$ cat src/rtl/truth_table_sweeper_pkg.sv
// truth_table_sweeper_pkg: FSM state encodings and settle-timer width shared by the sweeper files
package truth_table_sweeper_pkg;
  typedef enum logic [1:0] {
    ST_IDLE = 2'd0,
    ST_HOLD = 2'd1,
    ST_FIN  = 2'd2
  } state_e;
  localparam int SETTLE_W = 4;
endpackage

$ cat src/rtl/truth_table_sweeper_if.sv
// truth_table_sweeper_if: sweep control, stimulus vector, sampled outputs and result bus
//   master: sweeper side (drives vec/busy/done/results, reads start/s_ref/s_dut)
//   slave : harness side (drives start/s_ref/s_dut, reads everything else)
interface truth_table_sweeper_if #(
  parameter int N_IN = 3
);
  logic                 start;
  logic [N_IN-1:0]      vec;
  logic                 s_ref;
  logic                 s_dut;
  logic                 busy;
  logic                 done;
  logic                 equal;
  logic [2**N_IN-1:0]   mismatch_mask;
  logic [N_IN:0]        mismatch_count;
  logic [N_IN-1:0]      first_fail;
  modport master (
    input  start, s_ref, s_dut,
    output vec, busy, done, equal, mismatch_mask, mismatch_count, first_fail
  );
  modport slave (
    output start, s_ref, s_dut,
    input  vec, busy, done, equal, mismatch_mask, mismatch_count, first_fail
  );
endinterface

$ cat src/rtl/truth_table_sweeper_settle_timer.sv
// settle_timer: next-value logic for the per-vector settle down-counter (register lives in the parent)
//   load_i  : reload with value_i
//   value_i : reload value
//   cnt_i   : current count
//   cnt_o   : next count (reload, else decrement, saturating at zero)
//   zero_o  : current count is zero, i.e. this edge samples the vector
module settle_timer
  import truth_table_sweeper_pkg::*;
(
  input  logic                load_i,
  input  logic [SETTLE_W-1:0] value_i,
  input  logic [SETTLE_W-1:0] cnt_i,
  output logic [SETTLE_W-1:0] cnt_o,
  output logic                zero_o
);
  assign zero_o = cnt_i == '0;
  assign cnt_o  = load_i ? value_i : zero_o ? cnt_i : cnt_i - SETTLE_W'(1);
endmodule

$ cat src/rtl/truth_table_sweeper.sv
// truth_table_sweeper: drives every input vector into a block under test and records ref/dut mismatches
//   clk   : clock, rising edge
//   rst_n : asynchronous reset, active low
//   bus   : truth_table_sweeper_if master (start, vec, s_ref, s_dut, busy, done, results)
module truth_table_sweeper
  import truth_table_sweeper_pkg::*;
#(
  parameter int N_IN   = 3,
  parameter int SETTLE = 2
) (
  input logic                   clk,
  input logic                   rst_n,
  truth_table_sweeper_if.master bus
);
  localparam logic [SETTLE_W-1:0] RELOAD = SETTLE_W'(SETTLE - 1);
  state_e              state_q, state_d;
  logic [N_IN-1:0]     vec_q, vec_d, ff_q, ff_d;
  logic [2**N_IN-1:0]  mask_q, mask_d;
  logic [N_IN:0]       count_q, count_d;
  logic                equal_q, equal_d;
  logic [SETTLE_W-1:0] settle_q, settle_d;
  logic                zero, launch, sample, last, mm;
  assign launch = state_q == ST_IDLE && bus.start;
  assign sample = state_q == ST_HOLD && zero;
  assign last   = vec_q == {N_IN{1'b1}};
  assign mm     = bus.s_ref ^ bus.s_dut;
  settle_timer u_timer (
    .load_i  (launch || (sample && !last)),
    .value_i (RELOAD),
    .cnt_i   (settle_q),
    .cnt_o   (settle_d),
    .zero_o  (zero)
  );
  always_ff @(posedge clk or negedge rst_n) begin
    if (!rst_n) begin
      state_q  <= ST_IDLE;
      vec_q    <= '0;
      ff_q     <= '0;
      mask_q   <= '0;
      count_q  <= '0;
      equal_q  <= 1'b1;
      settle_q <= '0;
    end else begin
      state_q  <= state_d;
      vec_q    <= vec_d;
      ff_q     <= ff_d;
      mask_q   <= mask_d;
      count_q  <= count_d;
      equal_q  <= equal_d;
      settle_q <= settle_d;
    end
  end
  always_comb begin
    state_d = state_q == ST_IDLE ? (bus.start ? ST_HOLD : ST_IDLE) :
              state_q == ST_HOLD ? (sample && last ? ST_FIN : ST_HOLD) : ST_IDLE;
  end
  // Incrementing past the last vector wraps to 0, so vec already reads 0 during FIN.
  always_comb begin
    vec_d   = launch ? '0 : sample ? vec_q + N_IN'(1) : vec_q;
    mask_d  = launch ? '0 : mask_q;
    if (sample) mask_d[vec_q] = mm;
    count_d = launch ? '0 : sample ? count_q + (N_IN+1)'(mm) : count_q;
    ff_d    = launch ? '0 : sample && mm && count_q == '0 ? vec_q : ff_q;
    equal_d = launch ? 1'b1 : sample ? equal_q & ~mm : equal_q;
  end
  always_comb begin
    bus.busy           = state_q == ST_HOLD;
    bus.done           = state_q == ST_FIN;
    bus.vec            = vec_q;
    bus.equal          = equal_q;
    bus.mismatch_mask  = mask_q;
    bus.mismatch_count = count_q;
    bus.first_fail     = ff_q;
  end
endmodule

$ cat src/flat_wrapper.sv
// flat-port wrapper written by rule: the top's interface ports become plain ports
module truth_table_sweeper_flat import truth_table_sweeper_pkg::*;
#(
  parameter int N_IN   = 3,
  parameter int SETTLE = 2
)
  (clk, rst_n, bus_start, bus_s_ref, bus_s_dut, bus_vec, bus_busy, bus_done, bus_equal, bus_mismatch_mask, bus_mismatch_count, bus_first_fail);
  truth_table_sweeper_if #(.N_IN(N_IN)) bus_i ();
  input logic clk;
  input logic rst_n;
  input wire logic [$bits(bus_i.start)-1:0] bus_start;
  input wire logic [$bits(bus_i.s_ref)-1:0] bus_s_ref;
  input wire logic [$bits(bus_i.s_dut)-1:0] bus_s_dut;
  output wire logic [$bits(bus_i.vec)-1:0] bus_vec;
  output wire logic [$bits(bus_i.busy)-1:0] bus_busy;
  output wire logic [$bits(bus_i.done)-1:0] bus_done;
  output wire logic [$bits(bus_i.equal)-1:0] bus_equal;
  output wire logic [$bits(bus_i.mismatch_mask)-1:0] bus_mismatch_mask;
  output wire logic [$bits(bus_i.mismatch_count)-1:0] bus_mismatch_count;
  output wire logic [$bits(bus_i.first_fail)-1:0] bus_first_fail;
  assign bus_i.start = bus_start;
  assign bus_i.s_ref = bus_s_ref;
  assign bus_i.s_dut = bus_s_dut;
  assign bus_vec = bus_i.vec;
  assign bus_busy = bus_i.busy;
  assign bus_done = bus_i.done;
  assign bus_equal = bus_i.equal;
  assign bus_mismatch_mask = bus_i.mismatch_mask;
  assign bus_mismatch_count = bus_i.mismatch_count;
  assign bus_first_fail = bus_i.first_fail;
  truth_table_sweeper #(.N_IN(N_IN), .SETTLE(SETTLE)) u_core (.clk(clk), .rst_n(rst_n), .bus(bus_i));
endmodule
$ cat config.mk
export PLATFORM = sky130hd
export DESIGN_NAME = truth_table_sweeper_flat
export DESIGN_NICKNAME = d
export VERILOG_FILES = /design/src/rtl/truth_table_sweeper_pkg.sv /design/src/rtl/truth_table_sweeper_if.sv /design/src/rtl/truth_table_sweeper_settle_timer.sv /design/src/rtl/truth_table_sweeper.sv /design/src/flat_wrapper.sv
export SDC_FILE = /design/constraint.sdc
export NUM_CORES = 1
export LEC_CHECK = 0
export ABC_CLOCK_PERIOD_IN_PS = 1840
export BUFFER_PORTS_ARGS = -buffer_cell sky130_fd_sc_hd__buf_2
export CAP_MARGIN = 25
export CORE_ASPECT_RATIO = 0.75
export CORE_MARGIN = 2
export CORE_UTILIZATION = 50
export CTS_CLUSTER_DIAMETER = 30
export DETAILED_ROUTE_END_ITERATION = 10
export HOLD_SLACK_MARGIN = 0.05
export PLACE_DENSITY = 0.82
export SLEW_MARGIN = 0
export SYNTH_ARGS = -nofsm -noshare
export SYNTH_HDL_FRONTEND = slang
export SYNTH_SLANG_ARGS = --single-unit
$ cat constraint.sdc
create_clock -name clk -period 1.84 [get_ports clk]
set_input_delay 0.092 -clock clk [delete_from_list [all_inputs] [get_ports clk]]
set_output_delay 0.092 -clock clk [all_outputs]
set_load 0.01 [all_outputs]
# After elaboration in Yosys (flattened, before gate mapping)
# Index checks and enable logic that the tools add are counted.
# totals
register_bits	25
in_bits	5
out_inout_bits	21
wordCells	52
# classes
n_addsub	3
order_cmp	2
eq_ne	4
muxes	19
bitwise	3
n_reduce_logical	14
# ops
cell	n
$mux W4	4
$mux W8	2
$mux W3	4
$bwmux W8	1
$logic_not A4 Y1	2
$logic_and A1 B1 Y1	7
$mux W2	3
$add A4 B1 Y4	1
$lt A3 B4 Y1 const B	1
$mux W1	4
$reduce_bool A2 Y1	2
$sub A4 B1 Y4 const B	1
$add A3 B1 Y3 const B	1
$demux W1 S3	1
$eq A3 B3 Y1 const B	1
$ge A3 B1 Y1 const B	1
$eq A2 B1 Y1 const B	1
$eq A2 B2 Y1 const B	1
$logic_not A2 Y1	1
$ne A2 B2 Y1 const B	1
$and A1 B1 Y1	1
$logic_not A1 Y1	1
$logic_or A1 B1 Y1	1
$not A1 Y1	1
$xor A1 B1 Y1	1

# Logic depth before layout (Yosys ltp)
# Gate-level depths: netlist (run 1).
# depth
word_depth	6
mapped_depth	6

# Hierarchy
# From an unflattened synthesis (run 1), not the netlist that was laid out.
# hier_totals
cells_unflattened	127
area_unflattened_um2	1263.7
# by_module_without_submodules
module	n_inst	cells_per_inst	area_per_inst_um2
truth_table_sweeper	1	110	1131.1
settle_timer	1	17	132.6

# Worst setup path after synthesis (run 1)
# No wires, ideal clock.
# synth_timing
path_type	register to register
from	reg u_core.settle_q[0]
to	reg u_core.count_q[3] (netlist: u_core.bus.mismatch_count[3])
setup_time_ns	0.077
arrival_ns	1.589
t_required_ns	1.763
slack_ns	0.173
path_stages_with_launch	6
n_path_buf	0
synth_period_minus_slack_ns	1.667
cell_sequence	dfrtp_1 -> inv_1 -> ha_1 -> or3b_4 -> or4_1 -> a21oi_1
# synth_between
elab_chain_len	3
# synth_rtl
element	line	source
start, declared	truth_table_sweeper.sv:21	logic [SETTLE_W-1:0] settle_q, settle_d;
start signal, assigned	truth_table_sweeper.sv:50	settle_q <= settle_d;
$logic_not A4 Y1	truth_table_sweeper_settle_timer.sv:16	assign zero_o = cnt_i == '0;
$logic_and A1 B1 Y1	truth_table_sweeper.sv:24	assign sample = state_q == ST_HOLD && zero;
$reduce_bool A2 Y1 (no line)	-	
end signal, assigned	truth_table_sweeper.sv:48	count_q <= count_d;
end, declared	truth_table_sweeper.sv:19	logic [N_IN:0] count_q, count_d;
# No other way between the ends.
# A chain may end at the register's enable or synchronous reset.

# Final worst setup path (run 1)
# layout_timing
from	reg u_core.settle_q[1]
to	reg u_core.settle_q[1]
# layout_between
elab_chain_len	5
# layout_rtl
element
parallel branches: the longest is 5 deep, another holds $sub A4 B1 Y4
# Parallel ways; which one is timed is not known. The select of a mux whose other input is x is not followed.

==> results of run 1 <==
[per-stage QoR]
| step | instances | setup TNS, ps | hold slack [ps] | area, um^2 | utilization |
|---|---|---|---|---|---|
| 2_1_floorplan | 127 | 0 | -204 | 1310 | - |
| 3_3_place_gp | 186 | 0 | 102 | 1480 | 0.579 |
| 3_5_place_dp | 186 | 0 | 115 | 1480 | 0.579 |
| 4_1_cts | 191 | 0 | 208 | 1530 | 0.596 |
| 5_1_grt | 193 | -115 | 202 | 1550 | 0.606 |
| 6_report | 193 | 0 | 210 | 1550 | 0.606 |
[what timing repair did]
item | 4_1_cts | 5_1_grt
endpoints found under the setup margin | 1 | 9
hold endpoints to repair | 24 | 0
buffers inserted | 0 | 2
hold buffers | 1 | 0
gates cloned | 0 | 0
gates resized for setup | 1 | 4
pin swaps | 0 | 0
[cells by family (layout without fill, tap and decap cells)]
| logic type | count (synthesis) | in the layout | synth area share |
|---|---|---|---|
| flip-flops | 25 | 25 | 0.477 |
| XOR/XNOR | 3 | 3 | 0.0257 |
| AND/OR/NAND/NOR | 55 | 55 | 0.238 |
| buffers and inverters | 14 | 44 | 0.0495 |
| AO/OA/AOI/OAI | 11 | 11 | 0.0533 |
| adder cells (fa/ha/maj) | 6 | 6 | 0.0571 |
| multiplexers | 13 | 13 | 0.0990 |
[area by class of cell]
cell class                      instances  area [um^2]  area share
Multi-Input combinational cell         88          638       0.411
Sequential cell                        25          627       0.403
Timing Repair Buffer                   33          188       0.121
Tap cell                               36         45.0      0.0290
Inverter                                7         26.3      0.0169
Clock buffer                            3         22.5      0.0145
Clock inverter                          1         7.51     0.00483
[power by group]
group | internal (mW) | switching (mW) | leakage [nW]
sequential | 0.746 | 0.188 | 0.324
clock | 0.0833 | 0.176 | 0.0139
combinational | 0.450 | 0.507 | 0.442
[cells in the mapped netlist, drive strengths merged]
cell type	number
nor2b	1
nand4	3
nor3b	4
nand2	16
ha	6
nand3	9
nor4	3
or3b	2
xnor2	3
dfstp	1
a2111oi	1
nand2b	1
o21ai	3
and3	1
inv	7
or2	1
or3	1
nor3	5
buf	3
mux2i	13
nand3b	2
clkbuf	4
o31ai	4
or4	1
a21oi	3
nor2	5
dfrtp	24
[worst min path at each step]
stage,end,start,slack (ps)
after floorplan,u_core.bus.first_fail[0],rst_n,-200
final,u_core.bus.mismatch_mask[1],bus_s_ref,210
after global placement,u_core.bus.mismatch_count[2],rst_n,100
after CTS,u_core.bus.mismatch_mask[0],bus_s_ref,210
after detailed placement,u_core.bus.mismatch_count[1],rst_n,120
after global routing,u_core.bus.mismatch_mask[6],bus_s_ref,200
[worst min-delay path: stages]
cell     delay (ps)
buf_2           100
xnor2_2         110
buf_4           150
mux2i_1          70
[layer usage]
metal	wire length [um]	vias to the layer above	GRT usage
met5	0	-	0
met4	4	0	0.0399
met3	152	2	0.0488
met2	1380	32	0.323
met1	1220	512	0.245
li1	-	507	-
[flip-flops by register name, indices dropped and copies added (netlist names)]
register / flops
u_core.bus.equal: 1
u_core.bus.first_fail: 3
u_core.bus.mismatch_count: 4
u_core.bus.mismatch_mask: 8
u_core.bus.vec: 3
u_core.settle_q: 4
u_core.state_q: 2
==> metrics.csv, run 1 <==
stage;metric;value;unit
run_status;outcome;finished clean;
routing;detail-route-antenna-nets;0;
grt;grt.overflow.total;0;
finish;drive_gt1_frac;0.306;
flow_run;max_cap_violations;0;
routing;totalWireLength;2760;um
setup_path;critPathCaptureType;flop;
grt;antenna_found_initial;0;
synth;synth_cells;127;
setup_path;start_kind;flop;
timing;fin_skew;14.6;ps
cts;root_buffer;clkbuf_4;
die;dieArea;3060;um^2
setup_path;r2r_start;u_core.settle_q[1];
placement;dp_slack;26.1;ps
timing;setup_slack;69.9;ps
grt;grt_max_degree;26;
setup_path;cpPeakStageDelay;440;ps
die;num_rows;16;
routing;drc;0;
setup_path;crit_family;flip-flops;
routing;vias;1053;
synth;netlist_area;1310;um^2
setup_path;worstPathArrival;1980;ps
setup_path;rrSetupSlack;70;ps
die;core;2560;um^2
timing;tightestPinTransition;641;ps
routing;first_iter_violations;56;
timing;max-slew-margin-rel;0.570;
setup_path;path_cells;inv_2 > ha_2 > or3b_4 > buf_4 > a2111oi_2;
setup_path;critPathCapture;u_core.settle_q[1];
worst_hold_path;holdPathStages;4;
timing;hold_viol;0;
routing;post_drt_wl_per_cell;14.3;um
placement;dp_hpwl;2000;um
setup_path;worstPathMaxFanout;11;
cts;clock_path_buffers;2;
placement;finalWeightedCongestion;0.776;
routing;viasPerCell;5.46;
die;fp.dieH;48.4;um
synth;synth_warnings;0;
synth;ys_ff_latch;25;
placement;numPortBuffers;25;
worst_hold_path;min_path_type;input pin to flop;
synth;yosys.area.top_type;dfrtp_1;
finish;fill_cells;226;
setup_path;worst-path-buf-inv;2;
cts;cts_num_sinks;25;
cts;htreeDepth;1;
timing;finalCriticalPeriod;1770;ps
finish;synthToLayoutAreaGrowth;18.3;%
finish;final_common_cell;buf_2;
finish;diodes;0;
synth;syn_nets;138;
setup_path;crit_type;flop to flop;
power_and_ir_drop;ir_drop;0.812;mV
setup_path;slowest_stage;dfrtp_1;
cts;clk_latency;330;ps
synth;synth_top_area_share;0.457;
timing;fin_crit_sh;0.962;
synth;ys_types;33;
power_and_ir_drop;powerDensity;1380;nW/um^2
setup_path;rr_worst_depth;5;
timing;setup_viol;0;
grt;grt_pass1_wl;4600;um
setup_path;worstSetupStartpoint;u_core.settle_q[1];
finish;finalNetCount;169;
cts;cts_tree;done;
timing;clock.fmax;565;MHz
timing;final_max_slew_viol_count;0;
setup_path;cp.required;2050;ps
power_and_ir_drop;power;2.15;mW
synth;yosys-top-cells-area;dfrtp_1 (46%), mux2i_1 (9.9%), ha_1 (5.7%), nand2_1 (4.6%), nand3_1 (3.4%);
timing;rsz0062_at_grt;yes;
die;io_pins;26;
synth;avgSynthCellArea;10.3;um^2
setup_path;cp.depth;5;
cts;cts_buffers;3;
grt;track_usage;0.189;
power_and_ir_drop;p_leak;0.780;nW
grt;grt_pass1_vias;1000;
setup_path;r2r_end;u_core.settle_q[1];
synth;ys_seq_area_frac;0.477;
die;die_w;63.2;um
cts;clk_pin_slew;150;ps
finish;final_cell_mix;buf_2 (25), dfrtp_1 (24), nand2_1 (16);
routing;drt_first_pass_iters;4;
die;initial_core_util;0.513;
(Power assumes the default switching activity.)
==> run 2: changes to the inputs <==
--- a/config.mk
+++ b/config.mk
@@ -14,7 +14,7 @@
 export CTS_CLUSTER_DIAMETER = 30
 export DETAILED_ROUTE_END_ITERATION = 10
 export HOLD_SLACK_MARGIN = 0.05
-export PLACE_DENSITY = 0.82
+export PLACE_DENSITY_LB_ADDON = 0.05
 export SLEW_MARGIN = 0
 export SYNTH_ARGS = -nofsm -noshare
 export SYNTH_HDL_FRONTEND = slang
==> metrics.csv, run 2 (synthesized netlist as in run 1, its figures left out) <==
stage;metric;value;unit;change
cts;root_buffer;clkbuf_4;;
finish;fin_area;1610;um^2;+3.5%
grt;grt_pass1_vias;1038;;+3.8%
routing;totalWireLength;2940;um;+6.6%
setup_path;cp.required;2020;ps;-30 ps
placement;numPortBuffers;25;;unchanged
grt;grt_max_degree;26;;unchanged
finish;diodes;0;;unchanged
finish;finalNetCount;171;;+1.2%
power_and_ir_drop;p_leak;0.798;nW;+2.4%
worst_hold_path;hold_end;u_core.bus.mismatch_mask[0];;
finish;regArea;627;um^2;unchanged
placement;dp_hpwl;1990;um;-0.83%
routing;post_drt_wl_per_cell;15.1;um;+5.5%
setup_path;worstPathArrival;1910;ps;-70 ps
placement;finalWeightedCongestion;0.830;;+6.9%
setup_path;crit_type;flop to flop;;
finish;multi_input_area;679;um^2;+6.5%
routing;drc;0;;unchanged
die;initial_core_util;0.513;;unchanged
power_and_ir_drop;ir_drop;0.679;mV;-16%
grt;grt.overflow.total;0;;unchanged
cts;clock_path_buffers;2;;unchanged
timing;fin_skew;15.3;ps;+0.641 ps
worst_hold_path;min_path_type;input pin to flop;;
finish;fill_cells;247;;+9.3%
timing;fin_crit_sh;0.943;;-0.0195
cts;cts_buffers;3;;unchanged
power_and_ir_drop;powerDensity;1370;nW/um^2;-1.1%
routing;detail-route-antenna-nets;0;;unchanged
setup_path;rrSetupSlack;110;ps;+40 ps
cts;cts_tree;done;;
timing;hold_ws;110;ps;-100 ps
routing;first_iter_violations;60;;+7.1%
grt;track_usage;0.205;;+0.0161
setup_path;start_kind;flop;;
timing;hold_viol;0;;unchanged
setup_path;worstPathMaxFanout;5;;-6
die;core;2560;um^2;unchanged
finish;synthToLayoutAreaGrowth;22.4;%;
placement;dpl_cell_area;1480;um^2;-0.51%
worst_hold_path;min_from;bus_s_ref;;
die;io_pins;26;;unchanged
die;fp.dieH;48.4;um;unchanged
flow_run;max_cap_violations;0;;unchanged
cts;cts_num_sinks;25;;unchanged
setup_path;rr_worst_depth;6;;+1
routing;vias;1079;;+2.5%
routing;drt_first_pass_iters;4;;unchanged
finish;fin_util;0.627;;+0.0210
run_status;outcome;finished clean;;
finish;final_common_cell;buf_2;;
timing;setup_viol;0;;unchanged
finish;final_cell_mix;buf_2 (25), dfrtp_1 (24), nand2_1 (16);;
cts;htreeDepth;1;;unchanged
setup_path;critPathCaptureType;flop;;
timing;tightestPinTransition;657;ps;+15.2 ps
die;die_w;63.2;um;unchanged
timing;rsz0062_at_grt;no;;
cts;clk_pin_slew;140;ps;about the same
setup_path;r2r_end;u_core.settle_q[1];;
timing;finalCriticalPeriod;1730;ps;-35.8 ps
cts;clk_latency;320;ps;about the same
routing;viasPerCell;5.53;;+1.4%
die;num_rows;16;;unchanged
finish;largest_reg_flops;8;;unchanged
timing;clock.fmax;577;MHz;+2.1%
worst_hold_path;holdPathStages;3;;-1
timing;final_max_slew_viol_count;0;;unchanged
timing;max-slew-margin-rel;0.560;;-0.0101
die;dieArea;3060;um^2;unchanged
setup_path;r2r_start;u_core.settle_q[0];;
finish;drive_gt1_frac;0.340;;+0.0339
grt;antenna_found_initial;0;;unchanged
grt;grt_pass1_wl;4970;um;+8.0%
[run 2: cell type report]
class / count / area share
Sequential cell: 25 / 0.390
Timing Repair Buffer: 35 / 0.126
Multi-Input combinational cell: 88 / 0.423
Clock buffer: 3 / 0.0140
Clock inverter: 1 / 0.00311
Inverter: 7 / 0.0163
Tap cell: 36 / 0.0280
[run 2: repair_timing]
item / CTS / global route
gates resized for setup: 0 / 11
setup buffers: 4 / 1
pin swaps: 0 / 3
hold buffers: 1 / 0
endpoints found under the hold margin: 24 / 0
endpoints found under the setup margin: 1 / 7
[run 2: report_power, final]
part	leakage (nW)	switching, mW	internal [mW]	total, mW
combinational	0.457	0.542	0.484	1.03
sequential	0.324	0.184	0.746	0.930
clock	0.0177	0.164	0.0814	0.245
total	0.798	0.890	1.31	2.20
[run 2: critical path, stage by stage, from the launching register on]
cell       delay, ps
dfrtp_1          400
inv_1            110
ha_4             140
or3b_4           400
buf_4            170
nor3_1           270
a2111oi_2        100
[run 2: worst max path at each step]
stage,from,to,slack [ps],cells after the start
6_report,u_core.settle_q[0],u_core.settle_q[1],110,6
5_1_grt,u_core.settle_q[0],u_core.settle_q[1],20,6
4_1_cts,u_core.settle_q[0],u_core.bus.mismatch_count[3],30,5
3_5_place_dp,u_core.settle_q[0],u_core.bus.mismatch_count[3],-10,5
3_3_place_gp,u_core.settle_q[0],u_core.bus.mismatch_count[3],70,5
2_1_floorplan,u_core.settle_q[0],u_core.bus.mismatch_count[3],170,5
[run 2: metal layers]
metal,global-route usage,share of wire
met3,0.0512,0.038
met1,0.282,0.48
met5,0,0
met4,0.0290,0.0058
met2,0.340,0.48
[run 2: metrics by stage]
stage	TNS (ps)	cells	total power, mW	setup WS [ps]
global placement	0	185	1.77	73.6
CTS	0	194	2.10	25.5
global route	0	195	2.40	15.9
floorplan	0	127	1.51	173
finish	0	195	2.20	106
detailed placement	-11.0	185	1.81	-11.0
